<file path="config.mk">
export PLATFORM = sky130hd
export DESIGN_NAME = axi_reg_cmd_sequencer_flat
export DESIGN_NICKNAME = d
export VERILOG_FILES = /design/src/rtl/axi_reg_cmd_sequencer_pkg.sv /design/src/rtl/axi_reg_cmd_sequencer_if.sv /design/src/rtl/axi_reg_cmd_sequencer.sv /design/src/flat_wrapper.sv
export SDC_FILE = /design/constraint.sdc
export NUM_CORES = 1
export LEC_CHECK = 0
export BUFFER_PORTS_ARGS = -buffer_cell sky130_fd_sc_hd__buf_4
export CORE_UTILIZATION = 50
export DETAILED_ROUTE_END_ITERATION = 8
export PLACE_DENSITY = 0.8
export SLEW_MARGIN = 10
export SYNTH_ARGS = -nofsm -noshare
export SYNTH_HDL_FRONTEND = slang
export SYNTH_SLANG_ARGS = --single-unit
</file>
<file path="constraint.sdc">
create_clock -name clk -period 7.3 [get_ports clk]
set_clock_uncertainty 0.1 [all_clocks]
set_input_delay 1.46 -clock clk [delete_from_list [all_inputs] [get_ports clk]]
set_output_delay 1.46 -clock clk [all_outputs]
set_load 0.02 [all_outputs]
</file>
<file path="src/rtl/axi_reg_cmd_sequencer_pkg.sv">
// Shared definitions for the register-command sequencer: register width,
// downstream command codes, request opcodes and the sequencer state type.
package axi_reg_cmd_sequencer_pkg;

   localparam int REG_WIDTH = 32;

   // Downstream command codes (existing register-command front end encoding)
   localparam logic [REG_WIDTH-1:0] CMD_NOP   = 32'h0000_0000;
   localparam logic [REG_WIDTH-1:0] CMD_WRITE = 32'h0000_0001;
   localparam logic [REG_WIDTH-1:0] CMD_READ  = 32'h0000_0002;

   // Request opcodes carried on req_op
   localparam logic SEQ_OP_WRITE = 1'b0;
   localparam logic SEQ_OP_READ  = 1'b1;

   // Read-latency down-counter width; RD_LATENCY is limited to 1..15
   localparam int LAT_W = 4;

   typedef enum logic [2:0] {
      IDLE,
      SET_ADDR,
      SET_DATA,
      ISSUE_WR,
      GAP,
      ISSUE_RD,
      WAIT_RD,
      RESP
   } seq_state_t;

   // Read-back mismatch restricted to the bits the caller cares about
   function automatic logic verify_mismatch(input logic [REG_WIDTH-1:0] read_back,
                                            input logic [REG_WIDTH-1:0] written,
                                            input logic [REG_WIDTH-1:0] mask);
      return |((read_back ^ written) & mask);
   endfunction

endpackage

</file>
<file path="src/rtl/axi_reg_cmd_sequencer_if.sv">
// Request/response stream between a requester (software bridge or loader FSM)
// and the register-command sequencer.
interface axi_reg_cmd_sequencer_if;
   import axi_reg_cmd_sequencer_pkg::*;

   logic                 req_valid;
   logic                 req_ready;
   logic                 req_op;
   logic [REG_WIDTH-1:0] req_addr;
   logic [REG_WIDTH-1:0] req_data;

   logic                 rsp_valid;
   logic                 rsp_ready;
   logic [REG_WIDTH-1:0] rsp_data;
   logic                 rsp_err;

   // Requester side
   modport master (
      output req_valid, req_op, req_addr, req_data, rsp_ready,
      input  req_ready, rsp_valid, rsp_data, rsp_err
   );

   // Sequencer side
   modport slave (
      input  req_valid, req_op, req_addr, req_data, rsp_ready,
      output req_ready, rsp_valid, rsp_data, rsp_err
   );

endinterface

</file>
<file path="src/rtl/axi_reg_cmd_sequencer.sv">
// Register-command sequencer: turns one write/read request into the fixed
// address -> data -> command pulse -> NOP phasing on the downstream register
// interface and returns exactly one response per request.
// Build option: define SEQ_WRITE_VERIFY_EN to follow every write with a
// read-back of the same address and flag mismatches on rsp_err.
module axi_reg_cmd_sequencer
   import axi_reg_cmd_sequencer_pkg::*;
#(
   parameter int unsigned          RD_LATENCY  = 2,
   parameter logic [REG_WIDTH-1:0] VERIFY_MASK = 32'h0000_FFFF
) (
   input  logic                      clk,
   input  logic                      rst,
   axi_reg_cmd_sequencer_if.slave    seq,
   output logic [REG_WIDTH-1:0]      address_register,
   output logic [REG_WIDTH-1:0]      data_in_register,
   output logic [REG_WIDTH-1:0]      cmd_register,
   input  logic [REG_WIDTH-1:0]      data_o_register,
   output logic                      busy,
   output logic [15:0]               txn_count
);

   // state    | meaning
   // ---------+-------------------------------------------------------------
   // IDLE     | req_ready high, waiting for a request
   // SET_ADDR | address_register shows the request address
   // SET_DATA | data_in_register shows the write data
   // ISSUE_WR | CMD_WRITE on cmd_register (one cycle)
   // GAP      | CMD_NOP after the write pulse
   // ISSUE_RD | CMD_READ on cmd_register (one cycle), latency count starts
   // WAIT_RD  | CMD_NOP, counting down to the read-data sample edge
   // RESP     | rsp_valid high, outputs held until rsp_ready

   // Counter value in the ISSUE_RD cycle; data is sampled on the edge where it is 0
   localparam logic [LAT_W-1:0] LAT_INIT = LAT_W'(RD_LATENCY - 1);

   seq_state_t           state;
   logic                 op_q;
   logic [REG_WIDTH-1:0] data_q;
   logic [LAT_W-1:0]     lat_cnt;
   logic                 req_ready_q;
   logic                 rsp_valid_q;
   logic [REG_WIDTH-1:0] rsp_data_q;
   logic                 rsp_err_q;
   logic                 read_err;

`ifdef SEQ_WRITE_VERIFY_EN
   // Only a read issued on behalf of a write is a verify read
   assign read_err = (op_q == SEQ_OP_WRITE) &&
                     verify_mismatch(data_o_register, data_q, VERIFY_MASK);
`else
   logic unused_verify_mask;
   assign unused_verify_mask = ^VERIFY_MASK;
   assign read_err           = 1'b0;
`endif

   assign seq.req_ready = req_ready_q;
   assign seq.rsp_valid = rsp_valid_q;
   assign seq.rsp_data  = rsp_data_q;
   assign seq.rsp_err   = rsp_err_q;

   // Sequencer FSM; every output is registered and set on entry to the state
   // in which it must be visible.
   always_ff @(posedge clk or posedge rst) begin
      if (rst) begin
         state            <= IDLE;
         op_q             <= SEQ_OP_WRITE;
         data_q           <= '0;
         lat_cnt          <= '0;
         req_ready_q      <= 1'b1;
         rsp_valid_q      <= 1'b0;
         rsp_data_q       <= '0;
         rsp_err_q        <= 1'b0;
         address_register <= '0;
         data_in_register <= '0;
         cmd_register     <= CMD_NOP;
         busy             <= 1'b0;
         txn_count        <= '0;
      end else begin
         case (state)
            IDLE: begin
               if (seq.req_valid) begin
                  op_q             <= seq.req_op;
                  data_q           <= seq.req_data;
                  address_register <= seq.req_addr;
                  req_ready_q      <= 1'b0;
                  busy             <= 1'b1;
                  state            <= SET_ADDR;
               end
            end

            SET_ADDR: begin
               if (op_q == SEQ_OP_WRITE) begin
                  data_in_register <= data_q;
                  state            <= SET_DATA;
               end else begin
                  cmd_register <= CMD_READ;
                  lat_cnt      <= LAT_INIT;
                  state        <= ISSUE_RD;
               end
            end

            SET_DATA: begin
               cmd_register <= CMD_WRITE;
               state        <= ISSUE_WR;
            end

            ISSUE_WR: begin
               cmd_register <= CMD_NOP;
               state        <= GAP;
            end

            GAP: begin
`ifdef SEQ_WRITE_VERIFY_EN
               cmd_register <= CMD_READ;
               lat_cnt      <= LAT_INIT;
               state        <= ISSUE_RD;
`else
               rsp_data_q  <= '0;
               rsp_err_q   <= 1'b0;
               rsp_valid_q <= 1'b1;
               state       <= RESP;
`endif
            end

            // ISSUE_RD shares the countdown so RD_LATENCY=1 samples on its own edge
            ISSUE_RD, WAIT_RD: begin
               cmd_register <= CMD_NOP;
               if (lat_cnt == '0) begin
                  rsp_data_q  <= data_o_register;
                  rsp_err_q   <= read_err;
                  rsp_valid_q <= 1'b1;
                  state       <= RESP;
               end else begin
                  lat_cnt <= lat_cnt - 1'b1;
                  state   <= WAIT_RD;
               end
            end

            RESP: begin
               if (seq.rsp_ready) begin
                  rsp_valid_q <= 1'b0;
                  req_ready_q <= 1'b1;
                  busy        <= 1'b0;
                  txn_count   <= txn_count + 16'd1;
                  state       <= IDLE;
               end
            end

            default: begin
               cmd_register <= CMD_NOP;
               rsp_valid_q  <= 1'b0;
               req_ready_q  <= 1'b1;
               busy         <= 1'b0;
               state        <= IDLE;
            end
         endcase
      end
   end

endmodule

</file>
<file path="src/flat_wrapper.sv">
// flat-port wrapper written by rule: the top's interface ports become plain ports
module axi_reg_cmd_sequencer_flat import axi_reg_cmd_sequencer_pkg::*;
#(
   parameter int unsigned          RD_LATENCY  = 2,
   parameter logic [REG_WIDTH-1:0] VERIFY_MASK = 32'h0000_FFFF
)
  (clk, rst, address_register, data_in_register, cmd_register, data_o_register, busy, txn_count, seq_req_valid, seq_req_op, seq_req_addr, seq_req_data, seq_rsp_ready, seq_req_ready, seq_rsp_valid, seq_rsp_data, seq_rsp_err);
  axi_reg_cmd_sequencer_if seq_i ();
  input  logic clk;
  input  logic rst;
  output logic [REG_WIDTH-1:0] address_register;
  output logic [REG_WIDTH-1:0] data_in_register;
  output logic [REG_WIDTH-1:0] cmd_register;
  input  logic [REG_WIDTH-1:0] data_o_register;
  output logic busy;
  output logic [15:0] txn_count;
  input wire logic [$bits(seq_i.req_valid)-1:0] seq_req_valid;
  input wire logic [$bits(seq_i.req_op)-1:0] seq_req_op;
  input wire logic [$bits(seq_i.req_addr)-1:0] seq_req_addr;
  input wire logic [$bits(seq_i.req_data)-1:0] seq_req_data;
  input wire logic [$bits(seq_i.rsp_ready)-1:0] seq_rsp_ready;
  output wire logic [$bits(seq_i.req_ready)-1:0] seq_req_ready;
  output wire logic [$bits(seq_i.rsp_valid)-1:0] seq_rsp_valid;
  output wire logic [$bits(seq_i.rsp_data)-1:0] seq_rsp_data;
  output wire logic [$bits(seq_i.rsp_err)-1:0] seq_rsp_err;
  assign seq_i.req_valid = seq_req_valid;
  assign seq_i.req_op = seq_req_op;
  assign seq_i.req_addr = seq_req_addr;
  assign seq_i.req_data = seq_req_data;
  assign seq_i.rsp_ready = seq_rsp_ready;
  assign seq_req_ready = seq_i.req_ready;
  assign seq_rsp_valid = seq_i.rsp_valid;
  assign seq_rsp_data = seq_i.rsp_data;
  assign seq_rsp_err = seq_i.rsp_err;
  axi_reg_cmd_sequencer #(.RD_LATENCY(RD_LATENCY), .VERIFY_MASK(VERIFY_MASK)) u_core (.clk(clk), .rst(rst), .seq(seq_i), .address_register(address_register), .data_in_register(data_in_register), .cmd_register(cmd_register), .data_o_register(data_o_register), .busy(busy), .txn_count(txn_count));
endmodule
</file>
==> qor.yml <==
outcome: "complete, no violations"
crit_slowest_cell: "buf_4"
postSynthCellCount: 526
start_kind: "flip-flop"
synth_edf_count: 0
drive_above_1_share: 0.469
cts.root.buffer_cell: "clkbuf_16"
postRouteAntennaNets: 0
antenna_found_initial: 0
grt_use_total: 0.223
register_area_sq_um: 3930
crit_required_ps: 7490
p_total_w: 0.00426
grt_pass1_vias: 5129
slew-limit-headroom: 0.364
ys_types: 45
r2r_cells: 5
row_count: 43
hold_path_class: "reg -> reg"
dp_slack_ps: 3880
cts_hold_buffers: 0
seq_area_frac_synth: 0.558
final_cell_mix: "222 x buf_4, 155 x dfrtp_1, 55 x mux2_2"
crit_type: "reg -> reg"
fillers: 1003
cts_max_level: 4
p_leak_nw: 4.36
portBuffers: 217
gp_congestion: 0.746
finalCriticalPeriod_ps: 3110
routed-via-count: 5071
grt_pass1_wl_mm: 25.5
seqPwrFrac: 0.358
max_freq_ghz: 0.321
slew_violations: 0
whs_path_depth: 1
dieWidth_um: 121
end_kind: "flip-flop"
dpl_cell_area_sq_um: 8550
grt-ovfl-total: 0
cts_setup_buffers: 0
synth_top_area_share: 0.554
die_h_um: 121
routed_wl_mm: 16.0
clkPwrFrac: 0.232
max_stage_delay_ps: 600
tns_ps: 0
clock-sinks: 157
start_util: 0.510
layout_commonest_cell: "buf_4"
cts_resized: 0
p_sw_w: 0.00158
ios: 249
multiInputGateArea_sq_um: 2700
rsz0062_at_grt: "false"
grt_max_degree: 80
hold_viol_final: 0
worstPathArrival_ps: 3310
crit_fanout: 46
die_area_sq_um: 14600
tightest_slew_ps: 954
ys_seq_elements: 157
period_share: 0.426
syn_area_sq_um: 7050
cts_tree: "yes"
cp_cell_sequence: "inv_2 -> nand3_1 -> nor2_4 -> buf_4 -> mux2_2"
setup_ws_ps: 4190
clk_latency_ps: 410
dp_hpwl_mm: 10.8
wl_per_cell_um: 17.4
maxCapViolations: 0
fin_nets: 830
core_sq_um: 13800
synthFlopType: "dfrtp_1"
drt-pass1-iter-count: 5
switching_share: 0.370
finish.instance_area_sq_um: 9210
n_antenna_cell: 0
yosys-top-cells-area: "dfrtp_1 55%, mux2_2 8.8%, mux2_1 6.7%"
area_growth_pct: 30.7
internal-power_w: 0.00268
drt_iter0_drc: 284
async_reset_ff_frac: 1.00
cts_made_buffers: 17
synth_largest_area_cell: "dfrtp_1"
power_density_nw_per_um2: 462
via_per_inst: 5.52
drc: 0
synth.avg_cell_area_sq_um: 13.4
setup_viol_count_final: 0
clk_path_buf_depth: 2
synth_warnings: 0
path_clk_slew_ps: 60
combPwrFrac: 0.410
ir_drop_mv: 0.270
-- flip-flops by register name, indices dropped and copies added (netlist names) --
register,count
u_core.cmd_register,2
u_core.state,3
u_core.seq.rsp_valid,1
u_core.data_q,32
u_core.seq.req_ready,1
u_core.seq.rsp_data,32
u_core.address_register,32
u_core.txn_count,16
u_core.op_q,1
u_core.busy,1
u_core.data_in_register,32
u_core.lat_cnt,4
-- worst max-delay path, delay by kind of cell (launching register included) --
family / cells / cell delay [ps]
multiplexers: 1 / 410
flip-flops: 1 / 510
AND/OR/NAND/NOR: 2 / 840
buffers and inverters: 2 / 1110
-- power groups by stage --
stage | Combinational [W] | Sequential [W] | Clock, W
detailed placement | 0.00176 | 0.00153 | 0
global route | 0.00187 | 0.00157 | 0.00104
finish | 0.00175 | 0.00152 | 0.000990
floorplan | 0.000891 | 0.00177 | 0
global placement | 0.00169 | 0.00151 | 0
CTS | 0.00176 | 0.00152 | 0.00101
-- metrics by stage --
stage | cells | hold WS [ps] | util
floorplan | 556 | 360 | -
global placement | 887 | 367 | 0.618
detailed placement | 887 | 372 | 0.618
CTS | 918 | 386 | 0.666
global route | 918 | 406 | 0.666
finish | 918 | 383 | 0.666
-- cell usage after synthesis, drive strengths merged, types with 5 or more instances --
cell and n:
buf 59, a31oi 32, o21ai 41, nand3 7, nor2 9, and3 5
nand4 5, xnor2 14, clkbuf 12, nor3 5, o32ai 32, dfrtp 156
inv 7, mux2 97, nand2 16
-- layer usage --
layer / GRT usage / vias to the layer above / routed length (um)
met1: 0.271 / 2538 / 6340
met4: 0.0787 / 0 / 218
met5: 0 / - / 0
met2: 0.367 / 245 / 7930
met3: 0.0802 / 19 / 1500
li1: - / 2269 / -
-- cells by family after synthesis --
| logic type | share of synthesized area |
|---|---|
| other | 0.000532 |
| XOR/XNOR | 0.0199 |
| AND/OR/NAND/NOR | 0.0419 |
| buffers and inverters | 0.0769 |
| AO/OA/AOI/OAI | 0.142 |
| adder cells (fa/ha/maj) | 0.00533 |
| flip-flops | 0.558 |
| multiplexers | 0.156 |
-- path summary, 6_finish.rpt --
path                                                    end  slack (ps)       startpoint
min in group asynchronous        u_core.address_register[1]        1050              rst
worst min register to register                  u_core.busy         380      u_core.busy
worst max register to register            u_core.data_q[24]        4190  u_core.state[0]
max in group asynchronous       u_core.data_in_register[19]        4630              rst
worst min-delay path                            u_core.busy         380      u_core.busy
worst max-delay path                      u_core.data_q[24]        4190  u_core.state[0]
-- final cells by class --
cell class,instances,area share
multi-input cells,321,0.293
clock inverters,10,0.0231
well taps,180,0.0244
inverters,7,0.00339
repair buffers,222,0.181
clock buffers,21,0.0489
flip-flops and latches,157,0.427
Power figures use the tool's default switching activity.
